<file path="src/rtl/q100_wb_arb.sv">
// q100_wb_arb: multi-channel writeback stage, per-channel FIFOs arbitrated round-robin onto one RF/CSR write port
module q100_wb_arb #(
    parameter  int N_CH   = 2,
    parameter  int XLEN   = 32,
    parameter  int NREG   = 32,
    parameter  int CSR_AW = 12,
    parameter  int DEPTH  = 2,
    localparam int RD_W   = $clog2(NREG),
    localparam int GW     = (N_CH > 1) ? $clog2(N_CH) : 1,
    localparam int PW     = $clog2(DEPTH)
) (
    input  logic                     clk,
    input  logic                     rst_n,
    input  logic                     flush_i,
    input  logic [N_CH-1:0]          ch_vld_i,
    output logic [N_CH-1:0]          ch_rdy_o,
    input  logic [N_CH-1:0]          ch_wb_i,
    input  logic [N_CH*RD_W-1:0]     ch_rd_i,
    input  logic [N_CH*XLEN-1:0]     ch_data_i,
    input  logic [N_CH-1:0]          ch_csr_i,
    input  logic [N_CH*CSR_AW-1:0]   ch_csr_addr_i,
    input  logic [N_CH*XLEN-1:0]     ch_csr_val_i,
    output logic [XLEN-1:0]          xn_result_o,
    output logic [NREG-1:0]          xn_wr_en_o,
    output logic                     reg_wr_o,
    output logic [RD_W-1:0]          rd_o,
    output logic                     csr_vld_o,
    output logic [CSR_AW-1:0]        csr_addr_o,
    output logic [XLEN-1:0]          csr_value_o,
    output logic [GW-1:0]            grant_ch_o,
    output logic                     busy_o
);

    typedef struct packed {
        logic              wb;
        logic [RD_W-1:0]   rd;
        logic [XLEN-1:0]   data;
        logic              csr;
        logic [CSR_AW-1:0] addr;
        logic [XLEN-1:0]   val;
    } ent_t;

    ent_t            mem [N_CH][DEPTH];
    ent_t            ch_in [N_CH];
    ent_t            head;
    logic [PW:0]     cnt [N_CH];
    logic [PW-1:0]   wp [N_CH];
    logic [PW-1:0]   rp [N_CH];
    logic [N_CH-1:0] push;
    logic [N_CH-1:0] pop;
    logic [GW-1:0]   rr;
    logic [GW-1:0]   gnt;
    logic            req;
    logic            pop_any;
    logic            head_wr;

    // Unpack the flattened channel buses and derive the handshake per channel
    always_comb begin
        for (int c = 0; c < N_CH; c++) begin
            ch_in[c]    = '{ch_wb_i[c], ch_rd_i[c*RD_W +: RD_W], ch_data_i[c*XLEN +: XLEN],
                            ch_csr_i[c], ch_csr_addr_i[c*CSR_AW +: CSR_AW], ch_csr_val_i[c*XLEN +: XLEN]};
            ch_rdy_o[c] = (cnt[c] != (PW+1)'(DEPTH)) && !flush_i;
            push[c]     = ch_vld_i[c] && ch_rdy_o[c];
            pop[c]      = pop_any && (int'(gnt) == c);
        end
    end

    // Round-robin search: walking downwards leaves the closest non-empty channel at or after rr
    always_comb begin
        gnt = '0;
        req = 1'b0;
        for (int k = N_CH - 1; k >= 0; k--) begin
            if (cnt[(int'(rr) + k) % N_CH] != '0) begin
                req = 1'b1;
                gnt = GW'((int'(rr) + k) % N_CH);
            end
        end
    end

    assign pop_any = req && !flush_i;
    assign head    = mem[gnt][rp[gnt]];
    assign head_wr = head.wb && (head.rd != '0);

    // FIFO payload storage; contents are meaningless while the count says empty, so no reset
    always_ff @(posedge clk) begin
        for (int c = 0; c < N_CH; c++)
            if (push[c]) mem[c][wp[c]] <= ch_in[c];
    end

    // FIFO pointers and occupancy; flush empties every channel at once
    always_ff @(posedge clk or negedge rst_n) begin
        if (!rst_n) begin
            for (int c = 0; c < N_CH; c++) begin
                cnt[c] <= '0;
                wp[c]  <= '0;
                rp[c]  <= '0;
            end
        end else begin
            for (int c = 0; c < N_CH; c++) begin
                if (flush_i) begin
                    cnt[c] <= '0;
                    wp[c]  <= '0;
                    rp[c]  <= '0;
                end else begin
                    if (push[c]) wp[c] <= wp[c] + 1'b1;
                    if (pop[c]) rp[c] <= rp[c] + 1'b1;
                    cnt[c] <= cnt[c] + (PW+1)'(push[c]) - (PW+1)'(pop[c]);
                end
            end
        end
    end

    // Output register and rr pointer: a popped head becomes a one-cycle pulse, otherwise all zero
    always_ff @(posedge clk or negedge rst_n) begin
        if (!rst_n) begin
            rr          <= '0;
            reg_wr_o    <= 1'b0;
            xn_wr_en_o  <= '0;
            xn_result_o <= '0;
            rd_o        <= '0;
            csr_vld_o   <= 1'b0;
            csr_addr_o  <= '0;
            csr_value_o <= '0;
            grant_ch_o  <= '0;
        end else begin
            if (pop_any) rr <= (int'(gnt) == N_CH - 1) ? '0 : gnt + 1'b1;
            reg_wr_o    <= pop_any && head_wr;
            xn_wr_en_o  <= (pop_any && head_wr) ? NREG'(1) << head.rd : '0;
            xn_result_o <= pop_any ? head.data : '0;
            rd_o        <= pop_any ? head.rd : '0;
            csr_vld_o   <= pop_any && head.csr;
            csr_addr_o  <= (pop_any && head.csr) ? head.addr : '0;
            csr_value_o <= (pop_any && head.csr) ? head.val : '0;
            grant_ch_o  <= pop_any ? gnt : '0;
        end
    end

    // Busy while anything is buffered or a write pulse is on the outputs
    always_comb begin
        busy_o = reg_wr_o || csr_vld_o;
        for (int c = 0; c < N_CH; c++)
            busy_o = busy_o || (cnt[c] != '0);
    end

endmodule

</file>
<file path="config.mk">
export PLATFORM = sky130hd
export DESIGN_NAME = q100_wb_arb
export DESIGN_NICKNAME = d
export VERILOG_FILES = /design/src/rtl/q100_wb_arb.sv
export SDC_FILE = /design/constraint.sdc
export NUM_CORES = 1
export LEC_CHECK = 0
export ABC_AREA = 1
export BUFFER_PORTS_ARGS = -buffer_cell sky130_fd_sc_hd__buf_4
export CELL_PAD_IN_SITES_DETAIL_PLACEMENT = 0
export CELL_PAD_IN_SITES_GLOBAL_PLACEMENT = 2
export CORE_ASPECT_RATIO = 2
export CORE_MARGIN = 2
export CORE_UTILIZATION = 34
export DETAILED_ROUTE_END_ITERATION = 12
export GPL_TIMING_DRIVEN = 0
export PLACE_DENSITY = 0.79
export SYNTH_ARGS = -nofsm -noshare
export SYNTH_HDL_FRONTEND = slang
export SYNTH_SLANG_ARGS = --single-unit
</file>
<file path="constraint.sdc">
create_clock -name clk -period 5.1 [get_ports clk]
set_clock_uncertainty 0.2 [all_clocks]
set_input_delay 0.255 -clock clk [delete_from_list [all_inputs] [get_ports clk]]
set_output_delay 0.255 -clock clk [all_outputs]
set_load 0.01 [all_outputs]
</file>
==> flow_summary.toml, run 1 <==
[floorplan]
coreArea_sq_um = 49100
start_util_pct = 34.3
die_w_um = 161
die_h_um = 319
ios = 290
rows = 115
die_area_sq_um = 51500

[sta]
max_slew_margin_pct = 38.6
drv_slew = 0
worstMarginPinSlew_ps = 918
rsz0062_at_grt = "no"
fin_crit_sh_pct = 58.6
timing.hold.ws_ps = 225
period_minus_slack_ps = 2990
fmax_mhz = 335
setup_viol = 0
hold_viol = 0

[critical_path]
crit_type = "flip-flop to flip-flop"
crit_fanout = 10
cp-end-kind = "flip-flop"
crit_chain = "nor2_4, inv_2, nand2_2, buf_6, buf_6, buf_2, buf_2, nor2_1, ha_1, inv_1, ha_1, xor2_1, nor2_1"
setup.worst_path.start_class = "flip-flop"
reg2reg_slack_ps = 2110
cp.arrival_ps = 3210
worst_ep_required_time_ps = 5320
critPathSlowestCell = "dfrtp_1"
crit_path_max_incr_delay_ps = 430
cp_num_buf_inv = 6
path_delay_family = "buffers and inverters"

[placement]
numPortBuffers = 288
place_area_sq_um = 20200
dp_hpwl_mm = 33.4
dp_cells = 2237
place.gp.congestion = 0.783

[grt]
antenna_found_initial = 7
grt_usage_pct = 18.7
grt_max_degree = 88
gr-total-overflow = 0
grt_pass1_wl_mm = 71.7
grt_pass1_vias = 12122

[synthesis]
syn_inst = 1290
yosysWarnings = 0
netlist.area_leader.share_pct = 59.2
ys_seq_area_share_pct = 77.7
synth-main-ff-cell = "edfxtp_1"
async_flop_share_pct = 27.4
synth_seq_cells = 457
synth_top_area_cell = "edfxtp_1"
synth_edf_count = 332
netlist_top_cells_area = "edfxtp_1 (59%), dfrtp_1 (19%), nand2_1 (5.8%)"
syn-num-nets = 1465
netlist_area_sq_um = 16800
ys_types = 33
synth_area_per_cell_sq_um = 13.1

[cells_and_area]
nets = 1984
final_cell_mix = "edfxtp_1 (332), buf_4 (290), nand2_1 (260)"
register_area_sq_um = 13100
final_layout_size_suffix_gt1_share_pct = 24.7
final_common_cell = "edfxtp_1"
stdcell_area_sq_um = 23400
multi_input_area_sq_um = 3290
nFillCells = 4355
fin_cells = 2486
area_delta_synth_final_pct = 38.9

[clock_network]
numCtsBuffers = 41
post-cts-setup-buffer-count = 0
ctsHtreeMaxLevel = 2
path_clk_slew_ps = 70
clock_latency_ps = 550
cts_root_buf = "clkbuf_16"
cts_tree = "built"
cts.sinks = 457
clockBufferDepth = 3

[detailed_routing]
first_iter_violations = 604
final_antenna_net_count = 0
drc = 0
wl_per_cell_um = 19.3
vias = 11440
first_pass_iters = 5
wl_mm = 48.1
via_per_inst = 4.60

[run_status]
status = "complete, no violations"

[power_and_ir_drop]
p_leak_nw = 9.66
irDropWorstVdd_uv = 366
power.density_nw_per_um2 = 573

[min_path]
hold_path.class = "input port to flip-flop"

[flow_run]
maxCapViolations = 0
[registers in the layout, summed over array words and instances, names as in the netlist]
register     cells
rr               1
reg_wr_o         1
grant_ch_o       1
cnt              4
rp               2
mem            332
csr_addr_o      12
csr_value_o     32
csr_vld_o        1
rd_o             5
xn_result_o     32
xn_wr_en_o      32
wp               2
[cell type report]
type                       instances  share of cell area, %
multi-input combinational        736                   14.1
clock inverter                    19                   1.10
timing repair buffer             476                   18.2
buffer                            66                   1.58
clock buffer                      55                   5.13
tap                              643                   3.44
sequential                       457                   55.9
inverter                          31                  0.508
antenna                            3                 0.0321
[worst register-to-register path, cell delays in order, from the launching register on]
cell     delay, ps
dfrtp_1        430
nor2_4         190
inv_2           80
nand2_2         90
buf_6          140
buf_6          190
buf_2          370
buf_2          330
nor2_1          90
ha_1           290
inv_1           40
ha_1           180
xor2_1         160
nor2_1          50
[worst paths after layout]
kind                                              to              start  cells past startpoint
max                                 cnt[1]$_DFF_PN0_   cnt[1]$_DFF_PN0_                     13
min                            mem[0][147]$_DFFE_PP_      ch_data_i[19]                      2
max reg2reg                         cnt[1]$_DFF_PN0_   cnt[1]$_DFF_PN0_                     13
min reg2reg                        rp[1]$_DFFE_PN0P_  rp[1]$_DFFE_PN0P_                      1
max in group asynchronous  csr_value_o[26]$_DFF_PN0_              rst_n                      4
min in group asynchronous  csr_value_o[22]$_DFF_PN0_              rst_n                      3
[report_power, final]
group / internal (W) / switching (W)
sequential: 0.00453 / 0.000171
clock: 0.00196 / 0.00134
combinational: 0.00176 / 0.00367
[metal layers]
metal	up-vias	track usage (%)	part of all wire [%]
li1	5448	-	-
met1	5583	20.0	37
met2	317	36.4	56
met3	84	2.58	4.1
met5	-	0	0.10
met4	8	7.02	3.2
[stage by stage]
stage / total power, W / utilization, % / setup TNS [ps] / setup slack [ps]
2_1_floorplan: 0.00798 / - / 0 / 21.4
3_3_place_gp: 0.0101 / 40.4 / -1111060 / -3530
3_5_place_dp: 0.0102 / 41.2 / 0 / 2030
4_1_cts: 0.0136 / 47.7 / 0 / 2010
5_1_grt: 0.0143 / 47.7 / 0 / 1920
6_report: 0.0134 / 47.7 / 0 / 2110
[cell usage after synthesis, types with 4 or more instances]
cell type,instances
nor2_1,219
nand2_2,8
o21ai_0,70
inv_1,29
nand3_1,20
ha_1,4
nor2_2,4
a21oi_1,123
edfxtp_1,332
nand2_1,260
clkbuf_1,15
buf_2,40
buf_6,8
dfrtp_1,125
[cell families (layout without fill, tap and decap cells)]
family,Yosys count,in the layout,share of synthesized area (%)
AND/OR/NAND/NOR,525,525,12.6
flip-flops,457,457,77.7
AO/OA/AOI/OAI,202,202,6.25
buffers and inverters,97,647,2.90
adder cells (fa/ha/maj),4,4,0.297
XOR/XNOR,4,4,0.208
other,1,4,0.0223
[what timing repair did]
action                    CTS  global route
hold buffers              172             0
resized for setup           0             0
hold endpoints to repair  464             0
(Power assumes the default switching activity.)
==> run 2, diff against run 1 <==
CORE_UTILIZATION = 38   (was 34)
PLACE_DENSITY = 0.83   (was 0.79)
clock period = 3.1 ns   (was 5.1 ns; I/O delays follow)
==> run 2 against run 1 <==
  * Cell count fell by 3.7%
  * Core utilization grew 4.7 points
  * Register-to-register slack worse by 1900 ps
  * Routed wire length is 4.3% lower
  * Total power rose by 60%
  * Clock power increased by 51%
  * Hold slack worse by 80 ps
  * Design area decreased by 1.4%
  * Worst setup slack worse by 1900 ps
  * Die area shrank 10%
  * Critical path type unchanged
  * Highest routed layer unchanged
==> flow_summary.toml, run 2 (same netlist as run 1, synthesis figures left out) <==
[run_status]
status = "complete, no violations"

[clock_network]
numCtsBuffers = 40
ctsHtreeMaxLevel = 2
clockBufferDepth = 3
path_clk_slew_ps = 70
cts.sinks = 457
cts_root_buf = "clkbuf_16"
cts_tree = "built"
post-cts-setup-buffer-count = 0
clock_latency_ps = 530

[sta]
hold_viol = 0
setup_tns_ps = 0
period_minus_slack_ps = 2910
max_slew_margin_pct = 36.5
rsz0062_at_grt = "no"
worstMarginPinSlew_ps = 951
fin_crit_sh_pct = 93.8
fmax_mhz = 344
drv_slew = 0
setup_viol = 0

[cells_and_area]
fin_cells = 2394
final_cell_mix = "edfxtp_1 (332), buf_4 (290), nand2_1 (260)"
register_area_sq_um = 13100
final_common_cell = "edfxtp_1"
nFillCells = 3765
final_layout_size_suffix_gt1_share_pct = 24.4
largest_register_ffs = 332
utilization_pct = 52.4
area_delta_synth_final_pct = 37.0
nets = 1980
multi_input_area_sq_um = 3290
stdcell_area_sq_um = 23100

[critical_path]
crit_path_max_incr_delay_ps = 430
cp.arrival_ps = 3120
critPathSlowestCell = "dfrtp_1"
cp-end-kind = "flip-flop"
crit_type = "flip-flop to flip-flop"
endpoint = "cnt[1]$_DFF_PN0_"
reg2reg_depth = 13
r2r-end = "cnt[1]$_DFF_PN0_"
startpoint = "cnt[1]$_DFF_PN0_"
crit_chain = "nor2_4, inv_2, nand2_2, buf_6, buf_6, buf_2, clkbuf_4, nor2_1, ha_1, inv_1, ha_1, xor2_1, nor2_1"
reg2reg_slack_ps = 190
crit_fanout = 10
worst_ep_required_time_ps = 3310
rr_startpoint = "cnt[1]$_DFF_PN0_"
setup.worst_path.start_class = "flip-flop"

[floorplan]
rows = 109
coreArea_sq_um = 44100
die_area_sq_um = 46100
die_w_um = 153
die_h_um = 302
start_util_pct = 38.3
ios = 290

[grt]
grtUsageMet1_pct = 20.5
grt_max_degree = 81
antenna_found_initial = 5
grtUsageMet2_pct = 39.0
grt_usage_pct = 19.7
grt_pass1_wl_mm = 69.3
grt-busiest-layer = "met2"
grt_pass1_vias = 12220
gr-total-overflow = 0
use_met3_pct = 3.17

[placement]
dp_hpwl_mm = 31.8
place_area_sq_um = 20000
dp_cells = 2146
numPortBuffers = 288
place.gp.congestion = 0.796

[detailed_routing]
first_pass_iters = 5
vias = 11480
wl_mm = 46.0
first_iter_violations = 492
wl_per_cell_um = 19.2
final_antenna_net_count = 0
drc = 0
via_per_inst = 4.80

[power_and_ir_drop]
power.density_nw_per_um2 = 929
power_w = 0.0214
irDropWorstVdd_uv = 605
p_leak_nw = 9.55

[min_path]
hold_path.class = "input port to flip-flop"
hold_path_depth = 2

[flow_run]
maxCapViolations = 0
==> run 2: through the flow <==
step / hold WS (ps) / setup slack, ps
floorplan: -341 / -602
global placement: 141 / -2510
global route: 129 / 40.0
finish: 145 / 193
CTS: 112 / 77.3
detailed placement: -51.5 / 97.2
==> run 2: final cells by class <==
cell class	count	share of cell area (%)
Multi-Input combinational cell	736	14.3
Sequential cell	457	56.7
Clock inverter	20	0.824
Inverter	31	0.515
Clock buffer	52	4.85
Timing Repair Buffer	473	18.2
Buffer	66	1.61
Tap cell	555	3.01
Antenna cell	4	0.0433
==> run 2: per-layer routing <==
metal	vias up	wire, um
met3	96	2040
met5	-	21
met1	5620	16300
met2	326	25900
li1	5434	-
met4	4	1700
==> run 2: worst min-delay path by stage <==
stage | end | slack (ps) | from
6_report | mem[0][17]$_DFFE_PP_ | 140 | ch_csr_val_i[17]
5_1_grt | mem[1][8]$_DFFE_PP_ | 130 | ch_csr_val_i[40]
4_1_cts | mem[1][91]$_DFFE_PP_ | 110 | ch_csr_val_i[40]
3_5_place_dp | xn_wr_en_o[28]$_DFF_PN0_ | -50 | rst_n
3_3_place_gp | mem[1][46]$_DFFE_PP_ | 140 | ch_data_i[33]
2_1_floorplan | cnt[0]$_DFF_PN0_ | -340 | rst_n
==> run 2: what timing repair did <==
| item | CTS | global route |
|---|---|---|
| hold buffers | 172 | 0 |
| setup endpoints to repair | 0 | 1 |
| gates resized for setup | 0 | 1 |
| hold endpoints to repair | 464 | 0 |
==> run 2: critical path: cells and delay by family (launching register included) <==
kind                       cells  cell delay [ps]
adders and majority gates      2              480
buffers and inverters          6             1060
and+or+nand+nor                4              410
DFF                            1              430
xor gates and xnor gates       1              180
==> run 2: power breakdown <==
| part | total, W | switching (W) | internal (W) |
|---|---|---|---|
| combinational | 0.00873 | 0.00586 | 0.00287 |
| sequential | 0.00773 | 0.000279 | 0.00745 |
| clock | 0.00499 | 0.00217 | 0.00282 |
==> run 3, diff against run 2 <==
PLACE_DENSITY = unset   (was 0.83)
PLACE_DENSITY_LB_ADDON = 0.3   (was unset)
==> run 3 against run 2 <==
  * Global-route usage grew 0.30 points
  * Sequential share of layout area is essentially flat
  * Highest routed layer unchanged
  * Largest power group unchanged
  * Via count fell by 1.7%
  * Largest cell class unchanged
==> flow_summary.toml, run 3 (same netlist as run 1, synthesis figures left out) <==
[sta]
worstMarginPinSlew_ps = 834
max_slew_margin_pct = 44.3
hold_viol = 0
period_minus_slack_ps = 2670
timing.hold.ws_ps = 135
rsz0062_at_grt = "no"
fmax_mhz = 375
drv_slew = 0
setup_viol = 0
fin_crit_sh_pct = 86.0

[detailed_routing]
wl_met2_mm = 26.2
drc = 0
top_layer = "met5"
via_per_inst = 4.71
drt-met1-wl_mm = 16.5
final_antenna_net_count = 0
wl_mm = 46.5
wl_per_cell_um = 19.4
first_iter_violations = 479
vias = 11280
first_pass_iters = 5
wl_met3_mm = 2.35

[placement]
place.gp.congestion = 0.763
dp_hpwl_mm = 31.9
numPortBuffers = 288

[critical_path]
reg2reg_slack_ps = 430
cp.arrival_ps = 2880
path_delay_family = "simple AND/OR/NAND/NOR gates"
crit_path_max_incr_delay_ps = 440
cp-end-kind = "flip-flop"
worst_ep_required_time_ps = 3310
cp_num_buf_inv = 3
r2r-end = "cnt[3]$_DFF_PN0_"
cpMostUsedCell = "nor2_1"
rr_startpoint = "cnt[1]$_DFF_PN0_"
crit_type = "flip-flop to flip-flop"
critPathSlowestCell = "dfrtp_1"
reg2reg_depth = 11
setup.worst_path.start_class = "flip-flop"
crit_chain = "nor2_4, inv_2, nor3_1, nor2_1, inv_1, nor2_1, ha_1, inv_1, ha_1, xor2_1, nor2_1"
crit_fanout = 4

[cells_and_area]
area_delta_synth_final_pct = 37.0
multi_input_area_sq_um = 3290
nets = 1980
register_area_sq_um = 13100
nFillCells = 3808
utilization_pct = 52.4
largest_register_ffs = 332
final_cell_mix = "edfxtp_1 (332), buf_4 (290), nand2_1 (260)"
final_common_cell = "edfxtp_1"
final_layout_size_suffix_gt1_share_pct = 24.3

[clock_network]
post-cts-setup-buffer-count = 0
cts.sinks = 457
cts_resized = 0
ctsHtreeMaxLevel = 2
path_clk_slew_ps = 70
cts_root_buf = "clkbuf_16"
numCtsBuffers = 41
clockBufferDepth = 3
clock_latency_ps = 540
cts_tree = "built"

[power_and_ir_drop]
irDropWorstVdd_uv = 497
power.density_nw_per_um2 = 930
power_w = 0.0215
p_leak_nw = 9.56

[grt]
gr-total-overflow = 0
grt_pass1_vias = 12080
grt_max_degree = 82
grt_pass1_wl_mm = 69.8
grt_usage_pct = 20.0
antenna_found_initial = 5

[floorplan]
coreArea_sq_um = 44100
die_h_um = 302
die_w_um = 153
rows = 109
ios = 290
die_area_sq_um = 46100
start_util_pct = 38.3

[min_path]
hold_path_depth = 2
hold_path.class = "input port to flip-flop"
min_to = "mem[0][89]$_DFFE_PP_"
hp-start = "ch_csr_val_i[6]"

[flow_run]
maxCapViolations = 0

[run_status]
status = "complete, no violations"
## run 3: cell types whose count changed in the layout (fill, tap and decap cells not counted), sizes merged
| cell | before | now |
|---|---|---|
| bufinv | 3 | 2 |
| clkbuf | 68 | 67 |
| clkinv | 12 | 14 |
| clkinvlp | 4 | 1 |
| inv | 32 | 37 |
## run 3: repair_timing
item / 4_1_cts / 5_1_grt
hold buffers: 172 / 0
endpoints found under the setup margin: 0 / 1
endpoints found under the hold margin: 466 / 0
## run 3: power breakdown
group | switching, W | internal [W] | total [W] | leakage, nW
clock network | 0.00224 | 0.00277 | 0.00501 | 0.653
registers | 0.000267 | 0.00744 | 0.00771 | 4.75
logic | 0.00590 | 0.00285 | 0.00875 | 4.16
## run 3: worst max path at each step
stage / slack, ps / end / start / cells after the start
after global routing: 160 / cnt[3]$_DFF_PN0_ / cnt[1]$_DFF_PN0_ / 11
after floorplan: -600 / mem[1][100]$_DFFE_PP_ / cnt[1]$_DFF_PN0_ / 3
after detailed placement: 60 / cnt[1]$_DFF_PN0_ / cnt[1]$_DFF_PN0_ / 13
after global placement: -2640 / mem[1][40]$_DFFE_PP_ / cnt[1]$_DFF_PN0_ / 3
after CTS: 40 / cnt[1]$_DFF_PN0_ / cnt[1]$_DFF_PN0_ / 13
final: 430 / cnt[3]$_DFF_PN0_ / cnt[1]$_DFF_PN0_ / 11
## run 3: final cells by class
cell class | instances | share of cell area [%]
flip-flops and latches | 457 | 56.7
diodes | 4 | 0.0434
inverters | 31 | 0.515
well taps | 555 | 3.01
multi-input cells | 736 | 14.3
clock inverters | 23 | 0.808
repair buffers | 473 | 18.1
clock buffers | 52 | 4.89
plain buffers | 65 | 1.58
## run 3: per-layer routing
| metal | vias up | track usage, % |
|---|---|---|
| li1 | 5440 | - |
| met4 | 2 | 7.16 |
| met1 | 5419 | 21.3 |
| met2 | 341 | 39.3 |
| met5 | - | 0 |
| met3 | 78 | 3.38 |
## run 3: metrics by stage
| stage | instances | TNS, ps | area (sq um) | worst slack (ps) |
|---|---|---|---|---|
| 2_1_floorplan | 1290 | -198560 | 16900 | -602 |
| 3_3_place_gp | 2133 | -860600 | 19700 | -2640 |
| 3_5_place_dp | 2146 | 0 | 20000 | 61.6 |
| 4_1_cts | 2393 | 0 | 23100 | 44.6 |
| 5_1_grt | 2396 | 0 | 23100 | 159 |
| 6_report | 2396 | 0 | 23100 | 433 |
